`src/rtl/fios_job_scheduler.sv`:
```
// Round-robin job scheduler sharing one FIOS Montgomery engine and its operand
// memory between NREQ requesters, with result counting and a run watchdog.
module fios_job_scheduler #(
    parameter int s       = 16,
    parameter int NREQ    = 2,
    parameter int TIMEOUT = 2048
) (
    input  logic                   clock_i,
    input  logic                   reset_i,
    input  logic [NREQ-1:0]        req_i,
    output logic [NREQ-1:0]        grant_o,
    output logic [NREQ-1:0]        done_o,
    output logic [NREQ-1:0]        err_o,
    output logic                   load_o,
    input  logic                   load_done_i,
    output logic                   start_o,
    input  logic                   res_push_i,
    input  logic                   last_i,
    output logic                   fios_clear_o,
    output logic [$clog2(s+2)-1:0] res_count_o,
    output logic                   busy_o
);

    localparam int CW = $clog2(s + 2);
    localparam int IW = (NREQ > 1) ? $clog2(NREQ) : 1;
    localparam int WW = $clog2(TIMEOUT + 1);
    localparam logic [CW-1:0] RES_FULL = CW'(s + 1);

    typedef enum logic [3:0] {
        IDLE, ARB, LOAD, WAIT_LOAD, START, RUN, DRAIN, DONE, ABORT
    } state_t;

    state_t          state_q, state_d;
    logic [IW-1:0]   rr_q, rr_d;
    logic [IW-1:0]   win_q, win_d;
    logic [NREQ-1:0] grant_q, grant_d;
    logic [CW-1:0]   cnt_q, cnt_d;
    logic [WW-1:0]   wd_q, wd_d;

    logic [NREQ-1:0] req_rot;
    logic [IW:0]     cand;
    logic [IW-1:0]   pick;
    logic            pick_vld;
    logic [CW-1:0]   cnt_inc;
    logic [IW-1:0]   rr_next;

    // Rotate requests so bit 0 is the rr_ptr position; lowest set offset wins.
    always_comb begin
        req_rot  = NREQ'({req_i, req_i} >> rr_q);
        cand     = '0;
        pick_vld = 1'b0;
        for (int i = NREQ - 1; i >= 0; i--) begin
            if (req_rot[i]) begin
                cand     = {1'b0, rr_q} + (IW+1)'(i);
                pick_vld = 1'b1;
            end
        end
        if (cand >= (IW+1)'(NREQ)) cand = cand - (IW+1)'(NREQ);
        pick = cand[IW-1:0];
    end

    assign cnt_inc = (res_push_i && cnt_q != RES_FULL) ? cnt_q + CW'(1) : cnt_q;
    assign rr_next = (win_q == IW'(NREQ - 1)) ? '0 : win_q + IW'(1);

    always_comb begin
        state_d      = state_q;
        rr_d         = rr_q;
        win_d        = win_q;
        grant_d      = grant_q;
        cnt_d        = cnt_q;
        wd_d         = wd_q;
        done_o       = '0;
        err_o        = '0;
        load_o       = 1'b0;
        start_o      = 1'b0;
        fios_clear_o = 1'b0;
        case (state_q)
            IDLE: if (|req_i) state_d = ARB;
            ARB: begin
                if (pick_vld) begin
                    win_d   = pick;
                    grant_d = NREQ'(1) << pick;
                    state_d = LOAD;
                end else begin
                    state_d = IDLE;
                end
            end
            LOAD: begin
                load_o  = 1'b1;
                state_d = WAIT_LOAD;
            end
            WAIT_LOAD: if (load_done_i) state_d = START;
            START: begin
                start_o = 1'b1;
                cnt_d   = '0;
                wd_d    = '0;
                state_d = RUN;
            end
            RUN: begin
                cnt_d = cnt_inc;
                wd_d  = wd_q + WW'(1);
                // ABORT then lands exactly TIMEOUT cycles after start_o; timeout beats last_i.
                if (wd_q == WW'(TIMEOUT - 2)) state_d = ABORT;
                else if (last_i)              state_d = DRAIN;
            end
            DRAIN: begin
                cnt_d   = cnt_inc;
                state_d = (cnt_inc == RES_FULL) ? DONE : ABORT;
            end
            DONE: begin
                done_o  = grant_q;
                grant_d = '0;
                rr_d    = rr_next;
                state_d = IDLE;
            end
            ABORT: begin
                err_o        = grant_q;
                fios_clear_o = 1'b1;
                grant_d      = '0;
                rr_d         = rr_next;
                state_d      = IDLE;
            end
            default: state_d = IDLE;
        endcase
    end

    always_ff @(posedge clock_i or negedge reset_i) begin
        if (!reset_i) begin
            state_q <= IDLE;
            rr_q    <= '0;
            win_q   <= '0;
            grant_q <= '0;
            cnt_q   <= '0;
            wd_q    <= '0;
        end else begin
            state_q <= state_d;
            rr_q    <= rr_d;
            win_q   <= win_d;
            grant_q <= grant_d;
            cnt_q   <= cnt_d;
            wd_q    <= wd_d;
        end
    end

    assign grant_o     = grant_q;
    assign res_count_o = cnt_q;
    assign busy_o      = (state_q != IDLE);

endmodule

```
`config.mk`:
```
export PLATFORM = sky130hd
export DESIGN_NAME = fios_job_scheduler
export DESIGN_NICKNAME = d
export VERILOG_FILES = /design/src/rtl/fios_job_scheduler.sv
export SDC_FILE = /design/constraint.sdc
export NUM_CORES = 1
export LEC_CHECK = 0
export CORE_ASPECT_RATIO = 1.2
export CORE_MARGIN = 2
export CORE_UTILIZATION = 35
export DETAILED_ROUTE_END_ITERATION = 8
export RECOVER_POWER = 25
export SLEW_MARGIN = 20
export SYNTH_ARGS = -nofsm -noshare
export SYNTH_HDL_FRONTEND = slang
export SYNTH_SLANG_ARGS = --single-unit
```
`constraint.sdc`:
```
create_clock -name clock_i -period 1.9 [get_ports clock_i]
set_clock_uncertainty 0.2 [all_clocks]
set_input_delay 0.57 -clock clock_i [delete_from_list [all_inputs] [get_ports clock_i]]
set_output_delay 0.57 -clock clock_i [all_outputs]
set_load 0.01 [all_outputs]
```
==> flow_summary_export.csv, run 1 <==
group,metric,value,unit
status,status,"complete, but fails checks",
status,violations,"negative setup slack",
die,start_util,36.24,%
worst_setup_path,critPathSlowestCell,"dfrtp_1",
synthesis,synthMuxAreaShare,0.6813,%
pwr,max-vdd-ir-drop,0.5079,mV
worst_setup_path,crit_path_start_kind,"register",
synthesis,syn_inst,183,
synthesis,ys_ff_latch,25,
layout,area_growth,44.51,%
synthesis,synth_top_family_by_area,"simple AND/OR/NAND/NOR gates",
sta,fin_crit,2.096,ns
worst_setup_path,r2r-end,"res_count_o[2]$_DFFE_PN0P_",
sta,slew_violations,0,
layout,n_antenna_cell,0,
sta,fmax,477.1,MHz
sta,hold_viol_final,0,
synthesis,synth_top_cell_by_area,"dfrtp_1",
flow_run,max_cap_violations,0,
layout,nets,261,
sta,worst_pin_slew,0.6776,ns
worst_setup_path,required,1.13,ns
synthesis,syn_nets,194,
sta,setup_ws,-0.1959,ns
synthesis,synth_xor_area_share,3.709,%
worst_setup_path,crit_cells,4,
clocking,clk_path_buf_depth,2,
sta,hold_ws,0.2496,ns
worst_setup_path,critical_path_class,"reg -> out",
synthesis,yosysMostFrequentCell,"dfrtp_1",
placed_design,hpwlAfterDp,3.058,mm
worst_setup_path,rr_startpoint,"res_count_o[0]$_DFFE_PN0P_",
placed_design,dp.cells,295,
grt,grtUsageMet1,21.86,%
routing,dr_total_vias,1601,
synthesis,synth.area.top_cells,"dfrtp_1, nor2_1, nand2_1, buf_6, xor2_1",
placed_design,routabilityCongestion,0.7722,
synthesis,synth_top_area_share,37.85,%
synthesis,synth-main-ff-cell,"dfrtp_1",
sta,setup_violations,8,
layout,seq_area,630.6,µm²
synthesis,synth-compound-area-share,17.94,%
clocking,numCtsBuffers,3,
routing,routed_via_density,5.215,
clocking,clockRootBuffer,"clkbuf_8",
clocking,cts_hold_buf,0,
grt,overflow,0,
grt,grt_pass1_vias,1572,
synthesis,ys_types,42,
synthesis,synthAdderAreaFrac,4.845,%
worst_setup_path,max_stage_delay,0.40,ns
clocking,clk_pin_slew,0.10,ns
synthesis,syn_area,1653,µm²
die,core_area,4561,µm²
worst_setup_path,critPathLaunch,"state_q[1]$_DFFE_PN0P_",
die,fp.dieArea,5290,µm²
routing,drcViolationCount,0,
pwr,p_leak,1.108,nW
worst_setup_path,endpoint,"err_o[1]",
routing,ant_nets,0,
grt,grt_use_total,17.56,%
routing,drtIter0Drc,84,
pwr,power_density,1275,nW/µm²
sta,fin_crit_sh,110.3,%
routing,routedWlPerCell,13.99,µm
grt,gr-usage-met2,31.10,%
die,die_height,79.28,µm
layout,drive_gt1_share,38.55,%
worst_setup_path,worstPathMaxFanout,4,
synthesis,synth_common_cells,"dfrtp_1, nor2_1, nand2_1",
die,rows,27,
grt,antenna_found_initial,0,
synthesis,yosysWarnings,0,
die,fp.dieW,66.73,µm
worst_setup_path,end_kind,"output pin",
grt,grt_max_degree,26,
synthesis,synth_enable_flop_cells,0,
synthesis,synth-seq-area-share,37.85,%
grt,grt_use_met3,2.266,%
sta,rsz0062_at_grt,"yes",
worst_setup_path,critPathBufInv,2,
layout,stdcell_count,307,
die,io-pin-count,22,
clocking,worstSkewPairLatency,0.27,ns
worst_setup_path,cp.arrival,1.33,ns
clocking,cts-htree-levels,1,
synthesis,async_flop_share,100.0,%
worst_setup_path,r2r_slack,0.04,ns
synthesis,synth_simple_gate_area_share,28.16,%
grt,grt_pass1_wl,7.189,mm
worst_setup_path,cp_top_family,"flip-flops",
worst_setup_path,r2r_cells,8,
synthesis,syn_avg_cell_area,9.032,µm²
layout,fillers,424,
clocking,cts_tree,"done",
min_path,hold_path.class,"reg -> reg",
routing,dr.pass1.iters,4,
routing,wl,4.296,mm
grt,top_usage_layer,"met2",
sta,slew_headroom,54.82,%
layout,multi_input_area,1060,µm²
placed_design,portBuffers,21,
worst_setup_path,cp_cell_sequence,"buf_4 > nor3_4 > and3_1 > buf_2",
clocking,clkSinkCount,25,
-- layer usage --
metal	part of all wire [%]	routed length [µm]	up-vias
li1	-	-	789
met1	45	1918	786
met2	52	2232	20
met3	1.9	80	6
met4	1.5	65	0
met5	0	0	-
-- logic make-up after synthesis --
| family | after synthesis |
|---|---|
| buf+inv | 16 |
| mux | 1 |
| xor+xnor | 7 |
| simple gates | 86 |
| fa+ha+maj | 7 |
| flops | 25 |
| compound gates | 41 |
-- where the power goes --
| part | total [mW] | switching (mW) | internal, mW |
|---|---|---|---|
| Sequential | 0.798 | 0.121 | 0.677 |
| Combinational | 1.92 | 0.934 | 0.986 |
| Clock | 0.327 | 0.180 | 0.147 |
-- placed cells by master, fill, tap and decap left out, types with 4 or more instances in the layout --
cell type / instances
dfrtp_2: 4
o21ai_0: 8
nor3_2: 5
nand2_1: 17
and3_1: 5
inv_1: 8
clkdlybuf4s50_1: 4
a21oi_1: 7
nor2_1: 22
a22o_1: 5
buf_4: 42
buf_2: 8
o31ai_1: 4
nand3_1: 7
dlygate4sd2_1: 7
buf_6: 6
xor2_1: 5
nand4_1: 4
dfrtp_1: 21
-- registers in the layout (all words and copies together) (netlist names) --
name / cells
wd_q: 12
state_q: 4
res_count_o: 5
grant_o: 2
win_q: 1
rr_q: 1
-- stage by stage --
stage	cell area, µm²	setup TNS, ns	setup WS [ns]	power, mW	util, %
final	2389	-1.022	-0.1959	3.045	52.37
after CTS	2350	-1.053	-0.2099	2.973	51.52
after global placement	2191	-5.358	-0.4323	2.425	48.04
after global routing	2389	-1.590	-0.2676	3.290	52.37
after floorplan	1670	-0.08443	-0.08443	1.735	-
after detailed placement	2191	-5.427	-0.4775	2.432	48.04
-- final cells by class --
cell class / count / area share, %
multi-input combinational: 142 / 44.37
sequential: 25 / 26.40
timing repair buffer: 70 / 23.00
tap: 58 / 3.038
clock buffer: 3 / 1.729
inverter: 8 / 1.257
clock inverter: 1 / 0.2095
-- worst min path at each step --
| stage | startpoint | endpoint | slack (ns) | depth (start not counted) |
|---|---|---|---|---|
| floorplan | reset_i | grant_o[0]$_DFFE_PN0P_ | 0.07 | 0 |
| global placement | win_q$_DFFE_PN0P_ | rr_q$_DFFE_PN0N_ | 0.22 | 1 |
| detailed placement | win_q$_DFFE_PN0P_ | rr_q$_DFFE_PN0N_ | 0.23 | 1 |
| CTS | win_q$_DFFE_PN0P_ | rr_q$_DFFE_PN0N_ | 0.24 | 1 |
| global route | win_q$_DFFE_PN0P_ | rr_q$_DFFE_PN0N_ | 0.28 | 1 |
| finish | win_q$_DFFE_PN0P_ | rr_q$_DFFE_PN0N_ | 0.25 | 1 |
-- what timing repair did --
item,4_1_cts,5_1_grt
resized for setup,62,14
buffers inserted,8,0
endpoints found under the setup margin,21,21
pin swaps,12,8
No activity file was read; power rests on OpenSTA's default activity.
==> run 2, diff against run 1 <==
--- a/config.mk
+++ b/config.mk
@@ -9,7 +9,7 @@
 export CORE_MARGIN = 2
 export CORE_UTILIZATION = 35
 export DETAILED_ROUTE_END_ITERATION = 8
-export RECOVER_POWER = 25
+export GPL_TIMING_DRIVEN = 0
 export SLEW_MARGIN = 20
 export SYNTH_ARGS = -nofsm -noshare
 export SYNTH_HDL_FRONTEND = slang
==> flow_summary_export.csv, run 2 (synthesis results as in run 1) <==
group,metric,value,unit
clocking,cts_hold_buf,0,
die,fp.dieW,66.73,µm
worst_setup_path,worstPathMaxFanout,4,
worst_setup_path,end_kind,"output pin",
sta,setup_ws,-0.2479,ns
min_path,hold_path.class,"in -> async",
placed_design,place_ws,-0.6784,ns
worst_setup_path,critPathSlowestCell,"dfrtp_1",
die,core_area,4561,µm²
status,status,"complete, but fails checks",
routing,drcViolationCount,0,
worst_setup_path,cp_cell_sequence,"buf_6 > nand2b_4 > buf_8 > nor3_2 > buf_2",
worst_setup_path,cp.arrival,1.38,ns
grt,grt_pass1_vias,1592,
layout,fillers,414,
layout,max_flop_register,"wd_q",
grt,grt_max_degree,26,
routing,drtIter0Drc,67,
status,violations,"negative setup slack",
pwr,power.switching,1.361,mW
die,fp.dieArea,5290,µm²
flow_run,max_cap_violations,0,
layout,stdcell_count,307,
routing,wl,4.861,mm
sta,fin_crit_sh,113.0,%
die,rows,27,
worst_setup_path,r2r-end,"state_q[1]$_DFFE_PN0P_",
pwr,clockPowerShare,9.5,%
pwr,power_density,1324,nW/µm²
clocking,cts-htree-levels,1,
pwr,max-vdd-ir-drop,0.5021,mV
sta,worst_pin_slew,0.5891,ns
clocking,numCtsBuffers,3,
routing,routed_via_density,5.244,
pwr,power.internal,1.963,mW
grt,grt_use_total,18.94,%
worst_setup_path,cp_top_family,"buffers and inverters",
worst_setup_path,max_stage_delay,0.41,ns
pwr,p_leak,1.157,nW
sta,rsz0062_at_grt,"yes",
placed_design,hpwlAfterDp,2.771,mm
layout,largest_register_ffs,12,
layout,final_common_cell,"buf_4",
placed_design,portBuffers,21,
layout,most-common-layout-cells,"buf_4, dfrtp_1, nor2_1",
clocking,clkSinkCount,25,
sta,slew_violations,0,
layout,drive_gt1_share,42.17,%
layout,n_antenna_cell,0,
placed_design,dp.cells,262,
routing,dr.pass1.iters,4,
layout,area_growth,51.85,%
sta,fmax,465.6,MHz
clocking,clk_path_buf_depth,2,
sta,slew_headroom,60.72,%
grt,antenna_found_initial,0,
worst_setup_path,r2r_slack,-0.12,ns
grt,overflow,0,
die,io-pin-count,22,
worst_setup_path,required,1.13,ns
pwr,pwr-share-seq,24.0,%
layout,nets,261,
grt,grt_pass1_wl,7.596,mm
sta,hold_viol_final,0,
worst_setup_path,rr_startpoint,"state_q[2]$_DFFE_PN0P_",
routing,ant_nets,0,
clocking,cts_tree,"done",
pwr,totalPowerFinal,3.324,mW
layout,fin_util,55.03,%
sta,setup_violations,11,
routing,routedWlPerCell,15.83,µm
clocking,clk_pin_slew,0.09,ns
die,start_util,36.24,%
sta,fin_crit,2.148,ns
routing,dr_total_vias,1610,
worst_setup_path,crit_path_start_kind,"register",
placed_design,routabilityCongestion,0.7684,
clocking,clockRootBuffer,"clkbuf_8",
worst_setup_path,critical_path_class,"reg -> out",
pwr,p_comb_share,66.5,%
pwr,switching_share,40.95,%
die,die_height,79.28,µm
worst_setup_path,critPathBufInv,3,
worst_setup_path,r2r_cells,6,
clocking,worstSkewPairLatency,0.26,ns
[run 2: final cells by class]
type,instances,area [µm²],area share (%)
multi-input cells,142,1121,44.67
repair buffers,62,503.0,20.04
inverters,8,30.03,1.196
plain buffers,8,106.4,4.237
well taps,58,72.57,2.891
flip-flops and latches,25,631.9,25.17
clock buffers,4,45.04,1.795
[run 2: worst max path at each step]
stage	start	cells after the start	endpoint	slack, ns
finish	state_q[3]$_DFFE_PN0P_	5	done_o[1]	-0.25
global route	state_q[3]$_DFFE_PN0P_	5	done_o[1]	-0.32
CTS	state_q[3]$_DFFE_PN0P_	5	done_o[1]	-0.26
detailed placement	state_q[3]$_DFFE_PN0P_	4	start_o	-0.68
global placement	state_q[3]$_DFFE_PN0P_	4	start_o	-0.70
floorplan	res_count_o[0]$_DFFE_PN0P_	6	state_q[2]$_DFFE_PN0P_	-0.08
[run 2: repair_timing]
action,in CTS,in global routing
cloned,1,0
setup endpoints to repair,22,19
gates resized for setup,79,22
setup buffers,24,17
pin swaps,15,21
[run 2: per-stage QoR]
step | TNS, ns | hold WS, ns | cell area, µm²
2_1_floorplan | -0.08443 | 0.07441 | 1670
3_3_place_gp | -17.25 | 0.2217 | 1953
3_5_place_dp | -7.991 | 0.2286 | 1948
4_1_cts | -1.580 | 0.1186 | 2293
5_1_grt | -2.652 | 0.1265 | 2510
6_report | -1.676 | 0.08845 | 2510
[run 2: power by group through the flow]
stage / Combinational [mW] / Sequential (mW) / Clock (mW)
floorplan: 0.903 / 0.832 / 0
global placement: 1.33 / 0.834 / 0
detailed placement: 1.33 / 0.839 / 0
CTS: 1.84 / 0.803 / 0.331
global route: 2.38 / 0.820 / 0.361
finish: 2.21 / 0.799 / 0.314
[run 2: per-layer routing]
| layer | up-vias | wire length [µm] | global-route usage, % |
|---|---|---|---|
| met1 | 797 | 2105 | 24.46 |
| met4 | 0 | 84 | 7.143 |
| met2 | 23 | 2564 | 32.10 |
| met3 | 6 | 107 | 2.125 |
| met5 | - | 0 | 0 |
| li1 | 784 | - | - |
